`src/rtl/dmem_pkg.sv`:
```
// Shared types and helpers for the byte-addressed data memory (dmem_lsu).
// Provides the funct3 access-size encoding, the fault codes, the sequencer
// states and the request-legality checks used by the top level.
package dmem_pkg;

    localparam int unsigned WORD_W = 32;
    localparam int unsigned LANES  = WORD_W / 8;

    // Access size, RV32 funct3 encoding
    typedef enum logic [2:0] {
        LB  = 3'b000,
        LH  = 3'b001,
        LW  = 3'b010,
        LBU = 3'b100,
        LHU = 3'b101
    } size_e;

    typedef enum logic [1:0] {
        NONE     = 2'b00,
        MISALIGN = 2'b01,
        RANGE    = 2'b10,
        ILLEGAL  = 2'b11
    } fault_e;

    typedef enum logic {
        INIT  = 1'b0,
        READY = 1'b1
    } state_e;

    // Unused funct3 codes, or an unsigned size on a store
    function automatic logic size_illegal(input logic [2:0] size, input logic is_store);
        return (size == 3'b011) || (size[2:1] == 2'b11) || (is_store && size[2]);
    endfunction

    // Halfwords need even addresses, words need 4-byte alignment
    function automatic logic misaligned(input logic [2:0] size, input logic [1:0] lo);
        return ((size[1:0] == 2'b01) && lo[0]) ||
               ((size[1:0] == 2'b10) && (lo != 2'b00));
    endfunction

endpackage

```
`src/rtl/dmem_lane_align.sv`:
```
// Combinational byte-lane steering for sub-word accesses.
// Ports:
//   size     - funct3 access size
//   addr_lo  - byte offset within the word (A[1:0])
//   wd       - right-aligned store data
//   rword    - raw RAM word being loaded
//   be_c     - per-lane write enable for the store
//   wdata_c  - store data replicated onto the addressed lanes
//   rdata_c  - load result, extracted and sign/zero extended
module dmem_lane_align
    import dmem_pkg::*;
(
    input  logic [2:0]        size,
    input  logic [1:0]        addr_lo,
    input  logic [WORD_W-1:0] wd,
    input  logic [WORD_W-1:0] rword,
    output logic [LANES-1:0]  be_c,
    output logic [WORD_W-1:0] wdata_c,
    output logic [WORD_W-1:0] rdata_c
);

    logic [WORD_W-1:0] shifted;
    logic [7:0]        byte_sel;
    logic [15:0]       half_sel;

    // Store path: replicate the datum so every candidate lane carries it
    always_comb begin
        be_c    = 4'b1111;
        wdata_c = wd;
        case (size[1:0])
            2'b00: begin
                be_c    = 4'b0001 << addr_lo;
                wdata_c = {4{wd[7:0]}};
            end
            2'b01: begin
                be_c    = addr_lo[1] ? 4'b1100 : 4'b0011;
                wdata_c = {2{wd[15:0]}};
            end
            default: begin
                be_c    = 4'b1111;
                wdata_c = wd;
            end
        endcase
    end

    // Load path: shift the addressed lane down, then extend
    always_comb begin
        shifted  = rword >> {addr_lo, 3'b000};
        byte_sel = shifted[7:0];
        half_sel = addr_lo[1] ? rword[31:16] : rword[15:0];
        rdata_c  = rword;
        case (size)
            LB:      rdata_c = {{24{byte_sel[7]}}, byte_sel};
            LBU:     rdata_c = {24'h0, byte_sel};
            LH:      rdata_c = {{16{half_sel[15]}}, half_sel};
            LHU:     rdata_c = {16'h0, half_sel};
            default: rdata_c = rword;
        endcase
    end

endmodule

```
`src/rtl/dmem_lsu.sv`:
```
// Byte-addressed data RAM with RV32 sub-word load/store for the MEM stage.
// After reset an init sequencer clears every word (BUSY high), then requests
// are accepted every cycle with a one-cycle registered load result.
// Ports:
//   CLK, RST_N    - clock, synchronous active-low reset
//   RE, WE        - load / store request (both may be high: read-first)
//   SIZE          - funct3 access size
//   A, WD         - byte address, right-aligned store data
//   RD, RD_VALID  - registered load result and its one-cycle strobe
//   BUSY          - high while the RAM is being cleared
//   FAULT         - one-cycle pulse on a rejected request
//   FAULT_CODE    - code of the most recent rejection (sticky)
module dmem_lsu
    import dmem_pkg::*;
#(
    parameter int unsigned DATA_W = 32,
    parameter int unsigned ADDR_W = 32,
    parameter int unsigned DEPTH  = 64
) (
    input  logic              CLK,
    input  logic              RST_N,
    input  logic              RE,
    input  logic              WE,
    input  logic [2:0]        SIZE,
    input  logic [ADDR_W-1:0] A,
    input  logic [DATA_W-1:0] WD,
    output logic [DATA_W-1:0] RD,
    output logic              RD_VALID,
    output logic              BUSY,
    output logic              FAULT,
    output logic [1:0]        FAULT_CODE
);

    localparam int unsigned IDX_W = $clog2(DEPTH);

    logic [WORD_W-1:0] mem [DEPTH];

    state_e            state_q, state_d;
    logic [IDX_W-1:0]  ptr_q, ptr_d;
    logic [DATA_W-1:0] rd_q, rd_d;
    logic              rd_valid_q, rd_valid_d;
    logic              fault_q, fault_d;
    fault_e            fcode_q, fcode_d;
    logic              busy_q, busy_d;

    logic              clr_c;
    logic              wr_c;
    logic              req_c;
    fault_e            chk_c;
    logic [IDX_W-1:0]  widx_c;
    logic [ADDR_W-1:0] a_hi_c;
    logic [LANES-1:0]  be_c;
    logic [WORD_W-1:0] wdata_c;
    logic [WORD_W-1:0] rdata_c;

    assign widx_c = A[IDX_W+1:2];
    assign a_hi_c = A >> (IDX_W + 2);
    assign req_c  = RE | WE;

    dmem_lane_align u_align (
        .size    (SIZE),
        .addr_lo (A[1:0]),
        .wd      (WORD_W'(WD)),
        .rword   (mem[widx_c]),
        .be_c    (be_c),
        .wdata_c (wdata_c),
        .rdata_c (rdata_c)
    );

    // Request checks in priority order: size, alignment, range
    always_comb begin
        chk_c = NONE;
        if (size_illegal(SIZE, WE)) begin
            chk_c = ILLEGAL;
        end else if (misaligned(SIZE, A[1:0])) begin
            chk_c = MISALIGN;
        end else if (a_hi_c != '0) begin
            chk_c = RANGE;
        end
    end

    // Next-state and registered-output logic
    always_comb begin
        state_d    = state_q;
        ptr_d      = ptr_q;
        rd_d       = rd_q;
        rd_valid_d = 1'b0;
        fault_d    = 1'b0;
        fcode_d    = fcode_q;
        busy_d     = busy_q;
        clr_c      = 1'b0;
        wr_c       = 1'b0;
        case (state_q)
            INIT: begin
                clr_c = 1'b1;
                ptr_d = ptr_q + IDX_W'(1);
                if (ptr_q == IDX_W'(DEPTH - 1)) begin
                    state_d = READY;
                    busy_d  = 1'b0;
                end
            end
            READY: begin
                busy_d = 1'b0;
                if (req_c) begin
                    if (chk_c != NONE) begin
                        fault_d = 1'b1;
                        fcode_d = chk_c;
                    end else begin
                        wr_c = WE;
                        if (RE) begin
                            rd_d       = DATA_W'(rdata_c);
                            rd_valid_d = 1'b1;
                        end
                    end
                end
            end
            default: begin
                state_d = INIT;
            end
        endcase
    end

    // State and output registers
    always_ff @(posedge CLK) begin
        if (!RST_N) begin
            state_q    <= INIT;
            ptr_q      <= '0;
            rd_q       <= '0;
            rd_valid_q <= 1'b0;
            fault_q    <= 1'b0;
            fcode_q    <= NONE;
            busy_q     <= 1'b1;
        end else begin
            state_q    <= state_d;
            ptr_q      <= ptr_d;
            rd_q       <= rd_d;
            rd_valid_q <= rd_valid_d;
            fault_q    <= fault_d;
            fcode_q    <= fcode_d;
            busy_q     <= busy_d;
        end
    end

    // RAM write port; reset gates it so a held reset never disturbs contents
    always_ff @(posedge CLK) begin
        if (RST_N) begin
            if (clr_c) begin
                mem[ptr_q] <= '0;
            end else if (wr_c) begin
                for (int i = 0; i < int'(LANES); i++) begin
                    if (be_c[i]) begin
                        mem[widx_c][8*i +: 8] <= wdata_c[8*i +: 8];
                    end
                end
            end
        end
    end

    assign RD         = rd_q;
    assign RD_VALID   = rd_valid_q;
    assign BUSY       = busy_q;
    assign FAULT      = fault_q;
    assign FAULT_CODE = fcode_q;

endmodule

```
`config.mk`:
```
export PLATFORM = sky130hd
export DESIGN_NAME = dmem_lsu
export DESIGN_NICKNAME = d
export VERILOG_FILES = /design/src/rtl/dmem_pkg.sv /design/src/rtl/dmem_lane_align.sv /design/src/rtl/dmem_lsu.sv
export SDC_FILE = /design/constraint.sdc
export NUM_CORES = 2
export LEC_CHECK = 0
export CAP_MARGIN = 20
export CORE_MARGIN = 5
export CORE_UTILIZATION = 50
export DETAILED_ROUTE_END_ITERATION = 16
export PLACE_DENSITY = 0.68
export REMOVE_ABC_BUFFERS = 1
export SKIP_LAST_GASP = 1
export SYNTH_ARGS = -nofsm -noshare
export SYNTH_HDL_FRONTEND = slang
export SYNTH_SLANG_ARGS = --single-unit
```
`constraint.sdc`:
```
create_clock -name CLK -period 4.6 [get_ports CLK]
set_input_delay 0.92 -clock CLK [delete_from_list [all_inputs] [get_ports CLK]]
set_output_delay 0.92 -clock CLK [all_outputs]
set_load 0.1 [all_outputs]
```
# After elaboration in Yosys (flattened, before gate mapping)
# Memory sizes are Yosys's and may differ from the RTL's.
# Cells that the tools add are included.
# word_totals
memories	1
ram_bits	2048
inputBits	71
regBits	44
# mem_list
memory	words	width	rd	rd_clocked_by_memory_dff	wr	line	text
mem	64	32	1	0	1	dmem_lsu.sv:36	logic [WORD_W-1:0] mem [DEPTH];
# classes
bitwise	5
n_reduce_logical	16
muxes	43
eq_ne	9
add_sub_neg	1
shifts	2
# op_table
operator	n
$pmux 32 s4	1
$pmux 32 s2	1
$mux 32	1
$reduce_bool 32->1	1
$reduce_or 32->1	1
$shr 32x5->8	1
$mux 1	31
$mux 16	1
$mux 4	2
$pmux 4 s2	1
$add 6x1->6 const B	1
$eq 3x3->1 const B	2
$eq 6x6->1 const B	1
$mux 2	3
$mux 6	1
$reduce_and 3->1	2
$eq 2x2->1 const B	2
$not 1->1	4
$reduce_and 4->1	1
$reduce_bool 2->1	2
$reduce_or 4->1	1
$shl 1x2->4 const A	1
$eq 3x1->1 const B	1
$eq 3x2->1 const B	1
other kinds (8)	12

# Logic depth before layout (Yosys ltp)
# logic_depth
word_depth	15
mapped_depth	17

# Modules after synthesis
# A second synthesis with hierarchy kept.
# hier_totals
hier_cells	3972
area_unflattened_um2	82457.8
# modules_own_cells
mod	cells_each	n_inst	area_each_um2
dmem_lsu	3798	1	81207.9
dmem_lane_align	174	1	1249.9

# Least setup slack after synthesis
# No wires, ideal clock.
# synth_timing
path_kind	in2reg
start	in SIZE[0]
end	mem mem[0][12] (data pin)
setup_ns	0.548
t_required_ns	4.052
setup_slack_ns	-0.053
stages	8
t_arrival_ns	4.105
path_cell_list	clkbuf_1 > o21ai_0 > nor2b_1 > nand4_1 > clkbuf_1 > buf_1 > buf_1 > a21oi_1
# synth_between
elab_chain_cells	15
word_cells_on_any_way	39
cone_classes	3 x eq/ne; 28 x mux; 8 x reduce/logical
# synth_lines
item	line	text
start, declared	dmem_lsu.sv:24	input logic [2:0] SIZE,
$eq 2x1->1 or $eq 2x2->1 (tied branches)	dmem_pkg.sv:37, dmem_lane_align.sv:30, dmem_pkg.sv:38	
$logic_and 1x1->1 (on tied branches)	dmem_pkg.sv:37, dmem_pkg.sv:38	
$logic_or 1x1->1	dmem_pkg.sv:37	return ((size[1:0] == 2'b01) && lo[0]) ||
$mux 2	dmem_lsu.sv:75	end else if (misaligned(SIZE, A[1:0])) begin
$mux 2	dmem_lsu.sv:73	if (size_illegal(SIZE, WE)) begin
$reduce_bool 2->1	dmem_lsu.sv:105	if (chk_c != NONE) begin
$mux 1	dmem_lsu.sv:105	
$mux 1	dmem_lsu.sv:104	if (req_c) begin
$mux 1	dmem_lsu.sv:93	case (state_q)
$mux 1	dmem_lsu.sv:149	end else if (wr_c) begin
$mux 1	dmem_lsu.sv:147	if (clr_c) begin
$mux 1	dmem_lsu.sv:146	if (RST_N) begin
$mux 1 (not written as such)	dmem_lsu.sv:152	mem[widx_c][8*i +: 8] <= wdata_c[8*i +: 8];
$reduce_or 32->1 (no line)	-	
$mux 32 (no line) *	-	
end, declared	dmem_lsu.sv:36	
# Every way passes the cells marked *; elsewhere a longest branch is shown, timed or not.

# Worst setup path in the final report
# layout_timing
start	in A[21]
end	mem mem[23][25], enable pin
# layout_between
elab_chain_cells	14
word_cells_on_any_way	27
cone_classes	24 x mux; 3 x reduce/logical
# layout_lines
item	line	text
start, declared	dmem_lsu.sv:25	input logic [ADDR_W-1:0] A,
$reduce_bool 32->1 *	dmem_lsu.sv:77	end else if (a_hi_c != '0) begin
$mux 2 *	dmem_lsu.sv:77	
$mux 2 *	dmem_lsu.sv:75	
$mux 2 *	dmem_lsu.sv:73	
$reduce_bool 2->1 *	dmem_lsu.sv:105	
$mux 1 *	dmem_lsu.sv:105	
$mux 1 *	dmem_lsu.sv:104	
$mux 1 *	dmem_lsu.sv:93	
$mux 1	dmem_lsu.sv:149	
$mux 1	dmem_lsu.sv:147	
$mux 1	dmem_lsu.sv:146	
$mux 1 (not written as such)	dmem_lsu.sv:152	
$reduce_or 32->1 (no line)	-	
$mux 6 (no line) or $mux 4 (tied branches)	-	
# Marked as above.

==> impl_metrics.env <==
export IMPL_drt_iter0_drc=5724
export IMPL_crit_top_cell="buf_4"
export IMPL_routed_via_density=6.20
export IMPL_ir_worst_vdd_mv=0.383
export IMPL_hold_viol_final=0
export IMPL_cpLargestDelayFamily="simple AND/OR/NAND/NOR gates"
export IMPL_numCtsBuffers=200
export IMPL_grt_ovfl_total=0
export IMPL_endpoint_kind="register"
export IMPL_syn_area_mm2=0.0825
export IMPL_r2r_start="mem[29][31]"
export IMPL_cts_tree="yes"
export IMPL_cpPeakStageDelay_ns=0.77
export IMPL_clk_pin_slew_ns=0.06
export IMPL_avgSynthCellArea_um2=20.3
export IMPL_drv_slew=0
export IMPL_critical_path_endpoint="mem[23][25]"
export IMPL_max_cap_violations=0
export IMPL_rrSetupSlack_ns=1.37
export IMPL_max_freq_mhz=247
export IMPL_drc_errors=0
export IMPL_fp_dieH_um=416
export IMPL_cpMaxStageDelayCell="o31ai_1"
export IMPL_htreeDepth=4
export IMPL_die_w_um=416
export IMPL_yosysTopAreaCell="edfxtp_1"
export IMPL_synth_top_area_frac=0.746
export IMPL_setup_violations=0
export IMPL_period_share=0.881
export IMPL_wirelength_um=211000
export IMPL_cts_resized=0
export IMPL_synthCells=4062
export IMPL_reg2reg_to="RD[15]"
export IMPL_ff2ff_path_depth=8
export IMPL_vias=43400
export IMPL_port_buffers=107
export IMPL_tightest_slew_ns=1.20
export IMPL_postCtsHoldBufs=0
export IMPL_fp_coreArea_mm2=0.164
export IMPL_total_leakage_power_nw=28.9
export IMPL_drtAntennaViolNets=0
export IMPL_antenna_found_initial=8
export IMPL_grt_pass1_wl_um=307000
export IMPL_yosysMostFrequentCell="edfxtp_1"
export IMPL_numClockSinks=2092
export IMPL_final_nets=4713
export IMPL_cts_setup_buffers=0
export IMPL_max_slew_margin=0.193
export IMPL_wl_per_cell_um=30.2
export IMPL_dr_pass1_iters=6
export IMPL_cp_start_kind="input pin"
export IMPL_dp_hpwl_um=135000
export IMPL_rsz0062_at_grt="false"
export IMPL_area_delta_synth_final_pct=16.5
export IMPL_synth_commonest_cells="edfxtp_1, mux4_2, nor2_1, mux2i_1, a22oi_1"
export IMPL_status="finished, final reports clean"
export IMPL_grtUsageTotal=0.243
export IMPL_synth_top_flop_cell="edfxtp_1"
export IMPL_fp_dieArea_mm2=0.173
export IMPL_drive_above_1_share=0.284
export IMPL_cts_path_max_buffers=3
export IMPL_synth_edf_count=2048
export IMPL_ys_ff_latch=2092
export IMPL_first_global_vias=43200
export IMPL_grt_start_max_net_pins=68
export IMPL_path_max_fanout=10
export IMPL_holdCritPathClass="reg2reg"
export IMPL_synth_cell_types=68
export IMPL_critPathKind="in2reg"
export IMPL_synth_area_leaders="edfxtp_1, mux4_2, mux2i_1"
export IMPL_root_buffer="clkbuf_16"
export IMPL_worstSetupStartpoint="A[21]"
export IMPL_fin_hold_ws_ns=0.555
export IMPL_fin_crit_ns=4.05
export IMPL_placedCellCount=6627
export IMPL_crit_buf_inv=5
export IMPL_synthArstFlopShare=0
export IMPL_std_cell_rows=149
export IMPL_start_util=0.501
export IMPL_instances_no_fill=7000
export IMPL_worstPathCellList="clkdlybuf4s50_1 > nor4_1 > nand4_1 > nor2_1 > buf_4 > nand4_1 > buf_4 > o31ai_1 > buf_4 > nand2_1 > nor2_1 > buf_4"
export IMPL_finClkSkew_ns=0.0391
export IMPL_cp_data_arrival_time_ns=4.56
export IMPL_cp_depth=12
export IMPL_gp_congestion=0.869
export IMPL_clk_latency_ns=0.83
export IMPL_crit_required_ns=5.11
export IMPL_boundaryPins=108
export IMPL_p_per_area_mw_per_mm2=400
export IMPL_ys_seq_area_frac=0.757
export IMPL_yosysWarnings=0
==> power by group <==
part	switching [mW]	internal (mW)	leakage, nW
sequential	0.0191	20.7	17.2
clock	6.93	9.22	3.15
combinational	0.969	0.576	8.58
==> metal layers <==
metal | global-route usage | vias up | part of all wire
met5 | 0 | - | 0
met3 | 0.0479 | 475 | 0.088
li1 | - | 18100 | -
met4 | 0.104 | 0 | 0.050
met2 | 0.388 | 2276 | 0.48
met1 | 0.332 | 22500 | 0.38
==> metrics by stage <==
stage | setup WS, ns | area (um2) | TNS, ns | power (mW) | util
4_1_cts | 0.652 | 96000 | 0 | 38.6 | 0.584
6_report | 0.545 | 96000 | 0 | 38.4 | 0.584
3_3_place_gp | -0.291 | 89600 | -60.01 | 22.6 | 0.545
5_1_grt | 0.499 | 96000 | 0 | 39.5 | 0.584
3_5_place_dp | -0.238 | 89600 | -51.92 | 22.6 | 0.545
2_1_floorplan | -0.701 | 81100 | -822.98 | 21.6 | -
==> registers in the layout (all words and copies together), names as in the netlist <==
register / flops
state_q: 1
mem: 2048
RD: 32
RD_VALID: 1
ptr_q: 6
BUSY: 1
FAULT_CODE: 2
FAULT: 1
==> how the worst min path moves through the flow <==
stage | start | end | cells past startpoint
2_1_floorplan | ptr_q[5] | ptr_q[5] | 2
4_1_cts | RD[31] | RD[31] | 2
5_1_grt | RD[29] | RD[29] | 2
3_5_place_dp | RD[28] | RD[28] | 2
6_report | RD[28] | RD[28] | 2
3_3_place_gp | RD[28] | RD[28] | 2
==> cell type report <==
cell class	count	area, um2
repair buffers	624	5530
clock buffers	242	5250
multi-input cells	1713	18900
diodes	4	10.0
clock inverters	126	1170
flip-flops and latches	2092	62400
inverters	10	37.5
well taps	2189	2740
fillers	11900	68400
==> cell families (layout without fill, tap and decap cells) <==
group / count (synthesis) / count (layout) / synth area share
flops: 2092 / 2092 / 0.757
mux: 682 / 682 / 0.157
simple gates: 579 / 579 / 0.0312
compound gates: 447 / 447 / 0.0371
buf+inv: 257 / 1002 / 0.0173
xor+xnor: 4 / 4 / 0.000425
fa+ha+maj: 1 / 1 / 0.000152
other cells: 0 / 4 / 0
==> worst reg2reg max path, stage by stage (launching register included) <==
cell	delay (ns)
edfxtp_1	0.37
mux4_2	0.48
a22oi_1	0.30
a21oi_1	0.28
a21oi_1	0.69
nor2_1	0.37
nand3_1	0.17
and2_0	0.34
a31oi_1	0.14
==> layout by cell type, fill, tap and decap left out, drive strengths merged, types with 75 or more instances in the layout <==
cell           Yosys  final
mux2i            175    175
nand2            110    110
buf              131    526
edfxtp          2048   2048
nor2             273    273
a21oi             75     75
mux4             484    484
clkdlybuf4s50      0     98
a22oi            127    127
clkbuf           113    242
clkinv             2     96
Note: power is estimated with default switching activity, not from simulation.
